**config.mk**
```make
export PLATFORM = sky130hd
export DESIGN_NAME = kaipokrandt_control_unit
export DESIGN_NICKNAME = d
export VERILOG_FILES = /design/src/rtl/kaipokrandt_cpu_pkg.sv /design/src/rtl/kaipokrandt_mem_watchdog.sv /design/src/rtl/kaipokrandt_control_unit.sv
export SDC_FILE = /design/constraint.sdc
export NUM_CORES = 1
export LEC_CHECK = 0
export BUFFER_PORTS_ARGS = -buffer_cell sky130_fd_sc_hd__buf_2
export CAP_MARGIN = 15
export CORE_MARGIN = 2
export CORE_UTILIZATION = 49
export DETAILED_ROUTE_END_ITERATION = 8
export PLACE_DENSITY = 0.77
export REMOVE_ABC_BUFFERS = 1
export SLEW_MARGIN = 20
export SYNTH_ARGS = -nofsm -noshare
export SYNTH_HDL_FRONTEND = slang
export SYNTH_SLANG_ARGS = --single-unit
```
**constraint.sdc**
```tcl
create_clock -name clk -period 2.2 [get_ports clk]
set_input_delay 0.44 -clock clk [delete_from_list [all_inputs] [get_ports clk]]
set_output_delay 0.44 -clock clk [all_outputs]
set_load 0.02 [all_outputs]
```
**src/rtl/kaipokrandt_cpu_pkg.sv**
```systemverilog
// kaipokrandt_cpu_pkg: shared state encodings, opcodes and defaults for the control unit
package kaipokrandt_cpu_pkg;
  localparam int DEF_OPCODE_W = 4;
  localparam int DEF_MEM_TIMEOUT = 16;
  typedef enum logic [3:0] {
    S_IDLE   = 4'd0,
    S_T0     = 4'd1,
    S_T1     = 4'd2,
    S_T2     = 4'd3,
    S_DECODE = 4'd4,
    S_E0     = 4'd5,
    S_E1     = 4'd6,
    S_E2     = 4'd7,
    S_E3     = 4'd8,
    S_HALT   = 4'd9
  } state_t;
  localparam logic [3:0] OP_NOP = 4'h0;
  localparam logic [3:0] OP_LDA = 4'h1;
  localparam logic [3:0] OP_STA = 4'h2;
  localparam logic [3:0] OP_ADD = 4'h3;
  localparam logic [3:0] OP_SUB = 4'h4;
  localparam logic [3:0] OP_OUT = 4'h5;
  localparam logic [3:0] OP_HLT = 4'hF;
endpackage

```
**src/rtl/kaipokrandt_mem_watchdog.sv**
```systemverilog
// kaipokrandt_mem_watchdog: counts memory wait cycles and raises a sticky fault on expiry
module kaipokrandt_mem_watchdog
  import kaipokrandt_cpu_pkg::*;
#(
  parameter int MEM_TIMEOUT = DEF_MEM_TIMEOUT
) (
  input  logic clk,
  input  logic reset,
  input  logic in_wait,
  input  logic mem_ready,
  output logic timeout,
  output logic mem_fault
);
  localparam int CW = $clog2(MEM_TIMEOUT + 1);
  logic [CW-1:0] count;
  // the last permitted wait cycle without ready ends the wait with a fault
  assign timeout = in_wait && !mem_ready && (count == CW'(MEM_TIMEOUT - 1));
  // count only while still waiting so that leaving the wait state clears it at once
  always_ff @(posedge clk or negedge reset)
    if (!reset) begin
      count     <= '0;
      mem_fault <= 1'b0;
    end else begin
      count     <= (in_wait && !mem_ready) ? count + CW'(1) : '0;
      mem_fault <= mem_fault | timeout;
    end
endmodule

```
**src/rtl/kaipokrandt_control_unit.sv**
```systemverilog
// kaipokrandt_control_unit: fetch/decode/execute sequencer for the shared-bus microcontroller
module kaipokrandt_control_unit
  import kaipokrandt_cpu_pkg::*;
#(
  parameter int OPCODE_W    = DEF_OPCODE_W,
  parameter int MEM_TIMEOUT = DEF_MEM_TIMEOUT
) (
  input  logic                clk,
  input  logic                reset,
  input  logic [OPCODE_W-1:0] opcode,
  input  logic                mem_ready,
  input  logic                resume,
  output logic                pc_increment,
  output logic                pc_en,
  output logic                ir_load,
  output logic                ir_en,
  output logic                mar_load,
  output logic                mem_rd,
  output logic                mem_wr,
  output logic                mem_en,
  output logic                acc_load,
  output logic                acc_en,
  output logic                b_load,
  output logic                alu_en,
  output logic                alu_sub,
  output logic                out_load,
  output logic                halted,
  output logic                illegal_op,
  output logic                mem_fault,
  output logic [3:0]          state_dbg
);
  state_t state, state_nx;
  logic [OPCODE_W-1:0] op_q;
  logic in_wait, timeout, legal, needs_exec;
  logic is_lda, is_sta, is_sub, is_out;
  assign legal = opcode inside {OPCODE_W'(OP_NOP), OPCODE_W'(OP_LDA), OPCODE_W'(OP_STA),
                                OPCODE_W'(OP_ADD), OPCODE_W'(OP_SUB), OPCODE_W'(OP_OUT),
                                OPCODE_W'(OP_HLT)};
  assign needs_exec = opcode inside {OPCODE_W'(OP_LDA), OPCODE_W'(OP_STA), OPCODE_W'(OP_ADD),
                                     OPCODE_W'(OP_SUB), OPCODE_W'(OP_OUT)};
  assign is_lda  = op_q == OPCODE_W'(OP_LDA);
  assign is_sta  = op_q == OPCODE_W'(OP_STA);
  assign is_sub  = op_q == OPCODE_W'(OP_SUB);
  assign is_out  = op_q == OPCODE_W'(OP_OUT);
  assign in_wait = (state == S_T1) || (state == S_E1);
  assign state_dbg = state;
  kaipokrandt_mem_watchdog #(.MEM_TIMEOUT(MEM_TIMEOUT)) u_watchdog (
    .clk       (clk),
    .reset     (reset),
    .in_wait   (in_wait),
    .mem_ready (mem_ready),
    .timeout   (timeout),
    .mem_fault (mem_fault)
  );
  // state register, latched opcode for the execute phase, and the illegal-opcode pulse
  always_ff @(posedge clk or negedge reset)
    if (!reset) begin
      state      <= S_IDLE;
      op_q       <= '0;
      illegal_op <= 1'b0;
    end else begin
      state      <= state_nx;
      op_q       <= (state == S_DECODE) ? opcode : op_q;
      illegal_op <= (state == S_DECODE) && !legal;
    end
  // sequencing; undefined opcodes fall through to the next fetch like NOP
  always_comb begin
    state_nx = state;
    case (state)
      S_IDLE:   state_nx = S_T0;
      S_T0:     state_nx = S_T1;
      S_T1:     state_nx = timeout ? S_HALT : mem_ready ? S_T2 : S_T1;
      S_T2:     state_nx = S_DECODE;
      S_DECODE: state_nx = (opcode == OPCODE_W'(OP_HLT)) ? S_HALT : needs_exec ? S_E0 : S_T0;
      S_E0:     state_nx = is_out ? S_T0 : S_E1;
      S_E1:     state_nx = timeout ? S_HALT : !mem_ready ? S_E1 : is_sta ? S_T0 : S_E2;
      S_E2:     state_nx = is_lda ? S_T0 : S_E3;
      S_E3:     state_nx = S_T0;
      S_HALT:   state_nx = resume ? S_T0 : S_HALT;
      default:  state_nx = S_IDLE;
    endcase
  end
  // Moore strobe decode; each bus driver is owned by a distinct state/opcode pair
  always_comb begin
    pc_en        = state == S_T0;
    mar_load     = (state == S_T0) || ((state == S_E0) && !is_out);
    mem_rd       = (state == S_T1) || ((state == S_E1) && !is_sta);
    pc_increment = state == S_T2;
    ir_load      = state == S_T2;
    mem_en       = (state == S_T2) || (state == S_E2);
    ir_en        = (state == S_E0) && !is_out;
    acc_en       = ((state == S_E0) && is_out) || ((state == S_E1) && is_sta);
    mem_wr       = (state == S_E1) && is_sta;
    acc_load     = ((state == S_E2) && is_lda) || (state == S_E3);
    b_load       = (state == S_E2) && !is_lda;
    alu_en       = state == S_E3;
    alu_sub      = (state == S_E3) && is_sub;
    out_load     = (state == S_E0) && is_out;
    halted       = state == S_HALT;
  end
endmodule

```
==> summary.md, run 1 <==
| Metric | Value |
|---|---|
| Status | completed |
| TritonCTS buffer count | 3 |
| Total grt overflow | 0 |
| DRC viols | 0 |
| Final wirelength | slightly below 2 mm |
| Die Ht | 46.97 µm |
| Proportion of synthesized chip area in sequential cells | 41.49% |
| Syn avg cell area | approximately 9.5 µm² |
| Flop-to-flop setup slack | about 0.39 ns |
| Hpwl dp | 1.419 mm |
| R2R cell count | 6 |
| Count of final setup violators | 0 |
| Wire per inst | 12.79 µm |
| Final core utilization | 66.09% |
| Fin Clk Skew | 0.002832 ns |
| First-pass GRT wire length | 2.925 mm |
| Router iterations before antenna repair | 4 |
| Slew @ Worst Pin | 0.4986 ns |
| Largest net degree at the start of global routing | 16 |
| R2r startpoint | u_watchdog.count[0]$_DFF_PN0_ |
| PnR worst setup slack | 0.03324 ns |
| Req. time, crit path | 1.76 ns |
| Final count of hold timing violations | 0 |
| Clock Pin Slew Worst Setup and Hold Paths | 0.09 ns |
| Detail Route Antenna Nets | 0 |
| Clock Power Share | between 10% and 20% |
| Cells after Synth | 95 |
| Max-Cap Viols | 0 |
| Final cell count without fillers | 153 |
| Synth Register Bits | 15 |
| Core area | about 1700 µm² |
| Die Area | 2206 µm² |
| Min-delay worst type | input pin to asynchronous set/reset pin |
| Starting Density | a little over half |
| Placed Cells | 143 |
| Achievable Freq | 461.5 MHz |
| Crit Path Class | flip-flop to output pin |
| Post-synth cell types | 43 |
| CTS tree | done |
| Layout Nets | ~140 |
| RePlAce Congestion | 0.9304 |
| N_diodes | 0 |
| Share of post-route cells with drive strength above 1 | roughly 42% |
| Synth warn | 0 |
| Setup TNS | 0 ns |
| I/O pin cnt | 29 |
| Pwr Density | 1245 nW/µm² |
| Max VDD drop | 0.5364 mV |
| Die width | 46.97 µm |
| Via density | 5.444 |
| Logic gate share of total power | 52.9% |
| CTS H-tree lvls | 1 |
| Cell Chain, Critical Path | buf_4 > or3b_1 > a21oi_1 > buf_2 |
| Detailed-route via count | 833 |
| CP startpoint kind | flip-flop |
| Most frequent cells in the layout | buf_2 (28), nand2_1 (13), nor2_1 (10) |
| Dpl ws | 0.2275 ns |
| Clk root buf | clkbuf_4 |
| Slew Viols, Final | 0 |
| Worst path slowest cell | dfrtp_2 |
| CP max stage delay | 0.48 ns |
| Switching Fraction | approximately 47% |
| Commonest non-fill, non-tap cell in the layout | buf_2 |
| Clk buf depth | 2 |
| Area growth syn-to-layout | 26.14% |
| Post-place instance area | 1050 µm² |
| Initial antenna violation count | 0 |
| Finished layout cell area | 1141 µm² |
| Int Pwr | approximately 0.76 mW |
| Clock sink total | 15 |
| FP Rows | 15 |
| Fin crit share | 98.49% |
| Flop pwr share | roughly 36% |
| Critical Path End Type | output pin |
| FF-to-FF End | state_dbg[2]$_DFF_PN0_ |
| Final Critical Period | 2.167 ns |
| Cell Area, Synth | between 900 and 1000 µm² |
| Critical path arrival | 1.73 ns |
| Switching power total | 0.6633 mW |
| Vias in the first global route | 635 |
| Total GRT Usage | 19.01% |
| Iter 0 DRT Violations | 14 |
| Clk Latency, worst-skew pair | 0.28 ns |
| Slew margin rel. | 66.68% |
| Static Leak | 0.5766 nW |
| # port buffers | 28 |
| Crit path max fanout | 9 |
| CTS Hold Bufs | 0 |
==> metrics by stage <==
step	hold slack, ns	total power, mW
6_report	0.04326	1.421
5_1_grt	0.07083	1.524
4_1_cts	0.04939	1.347
3_5_place_dp	0.3654	1.186
3_3_place_gp	0.3598	1.180
2_1_floorplan	0.1444	0.9680
==> flip-flops by register name (all words and copies together), names as in the netlist <==
signal	flops
op_q	4
u_watchdog.count	5
u_watchdog.mem_fault	1
illegal_op	1
state_dbg	4
==> critical path: cells and delay by family (launching register included) <==
family	cells	cell delay (ns)
buf+inv	2	0.35
compound gates	1	0.17
flops	1	0.48
simple gates	1	0.45
==> area by class of cell <==
| type | instances | area, µm² |
|---|---|---|
| timing repair buffer | 35 | 192.7 |
| fill | 159 | 585.6 |
| clock buffer | 4 | 26.28 |
| sequential | 15 | 382.9 |
| inverter | 3 | 11.26 |
| multi-input combinational | 71 | 496.7 |
| tap | 25 | 31.28 |
==> worst max path at each step <==
stage / slack (ns) / cells after the start / end / from
CTS: 0.01 / 4 / alu_sub / state_dbg[3]$_DFF_PN0_
global route: -0.01 / 4 / acc_en / state_dbg[3]$_DFF_PN0_
detailed placement: 0.23 / 4 / alu_sub / state_dbg[3]$_DFF_PN0_
global placement: 0.32 / 4 / alu_sub / state_dbg[3]$_DFF_PN0_
floorplan: -0.08 / 3 / alu_sub / state_dbg[3]$_DFF_PN0_
finish: 0.03 / 4 / mem_rd / state_dbg[3]$_DFF_PN0_
==> timing repair <==
item | 4_1_cts | 5_1_grt
buffers inserted | 0 | 6
setup endpoints to repair | 3 | 4
pin swaps | 0 | 2
gates resized for setup | 1 | 8
==> cell families (layout without fill, tap and decap cells) <==
logic type / count (synthesis) / count (layout) / share of synthesized area, %
simple gates: 49 / 49 / 33.34
compound gates: 17 / 17 / 14.52
flops: 15 / 15 / 41.49
buf+inv: 9 / 42 / 4.978
xor+xnor: 3 / 3 / 2.905
fa+ha+maj: 2 / 2 / 2.766
==> cells in the mapped netlist <==
cell | count | area (µm²)
a2111oi_0 | 1 | 8.760
a211o_1 | 1 | 8.760
a211oi_1 | 3 | 22.52
a211oi_2 | 1 | 12.51
a21o_1 | 1 | 7.510
a21oi_1 | 2 | 10.01
and2_1 | 1 | 6.260
and3_1 | 1 | 6.260
buf_2 | 3 | 15.01
buf_4 | 2 | 15.01
clkbuf_1 | 1 | 3.750
dfrtp_1 | 15 | 375.4
ha_1 | 2 | 25.02
inv_1 | 3 | 11.26
nand2_1 | 13 | 48.80
nand2b_1 | 4 | 25.02
nand3_1 | 1 | 5.000
nand3b_1 | 1 | 7.510
nand4_1 | 1 | 6.260
nor2_1 | 10 | 37.54
nor2b_1 | 1 | 6.260
nor3_1 | 3 | 15.01
nor3b_1 | 1 | 7.510
nor3b_4 | 1 | 18.77
nor4b_1 | 1 | 8.760
nor4b_2 | 1 | 15.01
nor4b_4 | 1 | 23.77
o21a_1 | 1 | 7.510
o21ai_0 | 2 | 10.01
o221ai_1 | 1 | 8.760
o311a_1 | 1 | 10.01
o31ai_1 | 1 | 7.510
o32ai_1 | 2 | 17.52
or2_1 | 1 | 6.260
or2_2 | 1 | 6.260
or2b_1 | 1 | 7.510
or3_1 | 1 | 6.260
or3_2 | 1 | 7.510
or3b_1 | 1 | 8.760
or4_1 | 1 | 7.510
or4b_4 | 1 | 13.76
xnor2_1 | 1 | 8.760
xor2_1 | 2 | 17.52
==> metal layers <==
layer | track usage, % | share of wire, % | vias to the layer above
li1 | - | - | 405
met1 | 25.97 | 45 | 393
met2 | 29.59 | 48 | 33
met3 | 3.077 | 5.6 | 2
met4 | 8.889 | 0.72 | 0
met5 | 0 | 0 | -
==> power by group through the flow <==
stage | sequential [mW] | clock, mW | combinational [mW]
global placement | 0.504 | 0 | 0.676
global route | 0.523 | 0.175 | 0.826
CTS | 0.504 | 0.163 | 0.680
detailed placement | 0.509 | 0 | 0.676
finish | 0.509 | 0.159 | 0.753
floorplan | 0.530 | 0 | 0.438
Note: power is estimated with default switching activity, not from simulation.
==> inputs of run 2 (changes only) <==
- GPL_ROUTABILITY_DRIVEN: not set -> 0
- MAX_ROUTING_LAYER: not set -> met4
==> run 2 against run 1 <==
Final area down 0.22%; die area unchanged; setup slack worse by 0.015 ns; critical path type unchanged; critical endpoint unchanged; largest cell class unchanged.
==> summary.md, run 2 (same netlist as run 1, synthesis figures left out) <==
| Metric | Value |
|---|---|
| Iter 0 DRT Violations | 14 (unchanged) |
| Slew Viols, Final | 0 (unchanged) |
| Detailed-route via count | 821 (-1.4%) |
| Router iterations before antenna repair | 4 (unchanged) |
| Critical Path End Type | output pin |
| Layout Nets | 139 (unchanged) |
| Crit path max fanout | 8 (-1) |
| Hpwl dp | 1.419 mm (unchanged) |
| Die Ht | 46.97 µm (unchanged) |
| Share of post-route cells with drive strength above 1 | 41.41% (-0.78 points) |
| CP bufs+invs | 2 (unchanged) |
| Critical Path Source | state_dbg[3]$_DFF_PN0_ |
| Achievable Freq | 458.4 MHz (-0.68%) |
| Worst path depth | 4 (unchanged) |
| CTS tree | done |
| Detail Route Antenna Nets | 0 (unchanged) |
| Core area | 1727 µm² (unchanged) |
| Wire per inst | 13.03 µm (+1.8%) |
| Final wirelength | 1.993 mm (+1.8%) |
| Int Pwr | 0.7555 mW (-0.32%) |
| Count of final setup violators | 0 (unchanged) |
| Die width | 46.97 µm (unchanged) |
| Clock Pin Slew Worst Setup and Hold Paths | 0.09 ns (about the same) |
| Switching Fraction | 46.85% (+0.18 points) |
| Total GRT Usage | 19.72% (+0.71 points) |
| FP Rows | 15 (unchanged) |
| Die Area | 2206 µm² (unchanged) |
| Worst path slowest cell | or3b_1 |
| Top reg by flops | u_watchdog.count |
| Slew @ Worst Pin | 0.5181 ns (+0.01949 ns) |
| Fin Clk Skew | 0.002496 ns (-0.0003360 ns) |
| I/O pin cnt | 29 (unchanged) |
| Initial antenna violation count | 0 (unchanged) |
| Largest net degree at the start of global routing | 16 (unchanged) |
| Cell Chain, Critical Path | buf_4 > or3b_1 > a21oi_1 > buf_2 |
| Commonest non-fill, non-tap cell in the layout | buf_2 |
| Static Leak | 0.5765 nW (about the same) |
| Switching power total | 0.6659 mW (+0.40%) |
| Total power | 1.421 mW (about the same) |
| N_diodes | 0 (unchanged) |
| Reg area | 382.9 µm² (unchanged) |
| DRC viols | 0 (unchanged) |
| Clk Latency, worst-skew pair | 0.28 ns (about the same) |
| Clk root buf | clkbuf_4 |
| Area growth syn-to-layout | 25.86% |
| CTS H-tree lvls | 1 (unchanged) |
| # port buffers | 28 (unchanged) |
| Max-Cap Viols | 0 (unchanged) |
| Via density | 5.366 (-1.4%) |
| Final Critical Period | 2.182 ns (+0.01482 ns) |
| Multi-input gate area | 494.2 µm² (-0.50%) |
| Max VDD drop | 0.5385 mV (+0.39%) |
| Delay-heaviest family, CP | simple AND/OR/NAND/NOR gates |
| Min-delay worst type | input pin to asynchronous set/reset pin |
| Clock Power Share | 11.2% (about the same) |
| CP max stage delay | 0.47 ns (about the same) |
| Crit Path Class | flip-flop to output pin |
| Logic gate share of total power | 53.1% (+0.2 points) |
| R2R cell count | 6 (unchanged) |
| Clk buf depth | 2 (unchanged) |
| R2r startpoint | u_watchdog.count[0]$_DFF_PN0_ |
| CTS Hold Bufs | 0 (unchanged) |
| Flop pwr share | 35.7% (about the same) |
| Max reg flops | 5 (unchanged) |
| Number of fill cells in the layout | 156 (-1.9%) |
| TritonCTS buffer count | 3 (unchanged) |
| Status | completed |
| Slew margin rel. | 65.37% (-1.3 points) |
| Fin crit share | 99.16% (+0.67 points) |
| Pwr Density | 1248 nW/µm² (+0.23%) |
| Clock sink total | 15 (unchanged) |
| Vias in the first global route | 634 (-0.16%) |
| Total grt overflow | 0 (unchanged) |
| Setup TNS | 0 ns (unchanged) |
| Final count of hold timing violations | 0 (unchanged) |
| CP startpoint kind | flip-flop |
| First-pass GRT wire length | 2.946 mm (+0.72%) |
| Req. time, crit path | 1.76 ns (about the same) |
| Most frequent cells in the layout | buf_2 (28), nand2_1 (13), nor2_1 (10) |
| Critical path arrival | 1.74 ns (about the same) |
| Starting Density | 52.39% (unchanged) |
[run 2: cell counts in the layout (fill, tap and decap cells not counted)]
No cell type changed its count.
[run 2: final timing paths]
kind	end	slack, ns
hold reg to reg	u_watchdog.count[0]$_DFF_PN0_	0.46
setup reg to reg	state_dbg[2]$_DFF_PN0_	0.38
max in group asynchronous	op_q[1]$_DFFE_PN0P_	1.89
setup / recovery	mem_rd	0.02
min in group clk	op_q[3]$_DFFE_PN0P_	0.38
hold / removal	u_watchdog.count[0]$_DFF_PN0_	0.04
[run 2: timing repair]
action | CTS | global route
setup buffers | 0 | 6
pin swaps | 0 | 2
gates resized for setup | 1 | 7
endpoints found under the setup margin | 3 | 4
[run 2: stage by stage]
stage	hold WS [ns]	setup slack [ns]	util [%]	cell area, µm²	instances
2_1_floorplan	0.1444	-0.08403	-	870.8	89
3_5_place_dp	0.3654	0.2275	60.80	1050	143
6_report	0.04181	0.01842	65.94	1139	153
3_3_place_gp	0.3598	0.3177	60.80	1050	143
5_1_grt	0.07083	-0.009998	65.94	1139	153
4_1_cts	0.04939	0.01081	62.39	1077	147
[run 2: area by class of cell]
type                    instances  share of cell area, %
multi-input cells              71                  43.41
flip-flops and latches         15                  33.63
repair buffers                 35                  16.92
well taps                      25                  2.747
clock buffers                   4                  2.308
inverters                       3                 0.9890
[run 2: per-layer routing]
metal | GRT usage, % | vias to the layer above | part of all wire, %
li1 | - | 405 | -
met1 | 26.21 | 384 | 44
met2 | 29.59 | 30 | 49
met3 | 3.077 | 2 | 5.9
met4 | 8.889 | 0 | 0.70
met5 | - | - | 0
[run 2: power by group through the flow]
stage | registers, mW | logic, mW | clock network, mW
CTS | 0.504 | 0.680 | 0.163
detailed placement | 0.509 | 0.676 | 0
global route | 0.523 | 0.827 | 0.175
finish | 0.508 | 0.754 | 0.159
floorplan | 0.530 | 0.438 | 0
global placement | 0.504 | 0.676 | 0
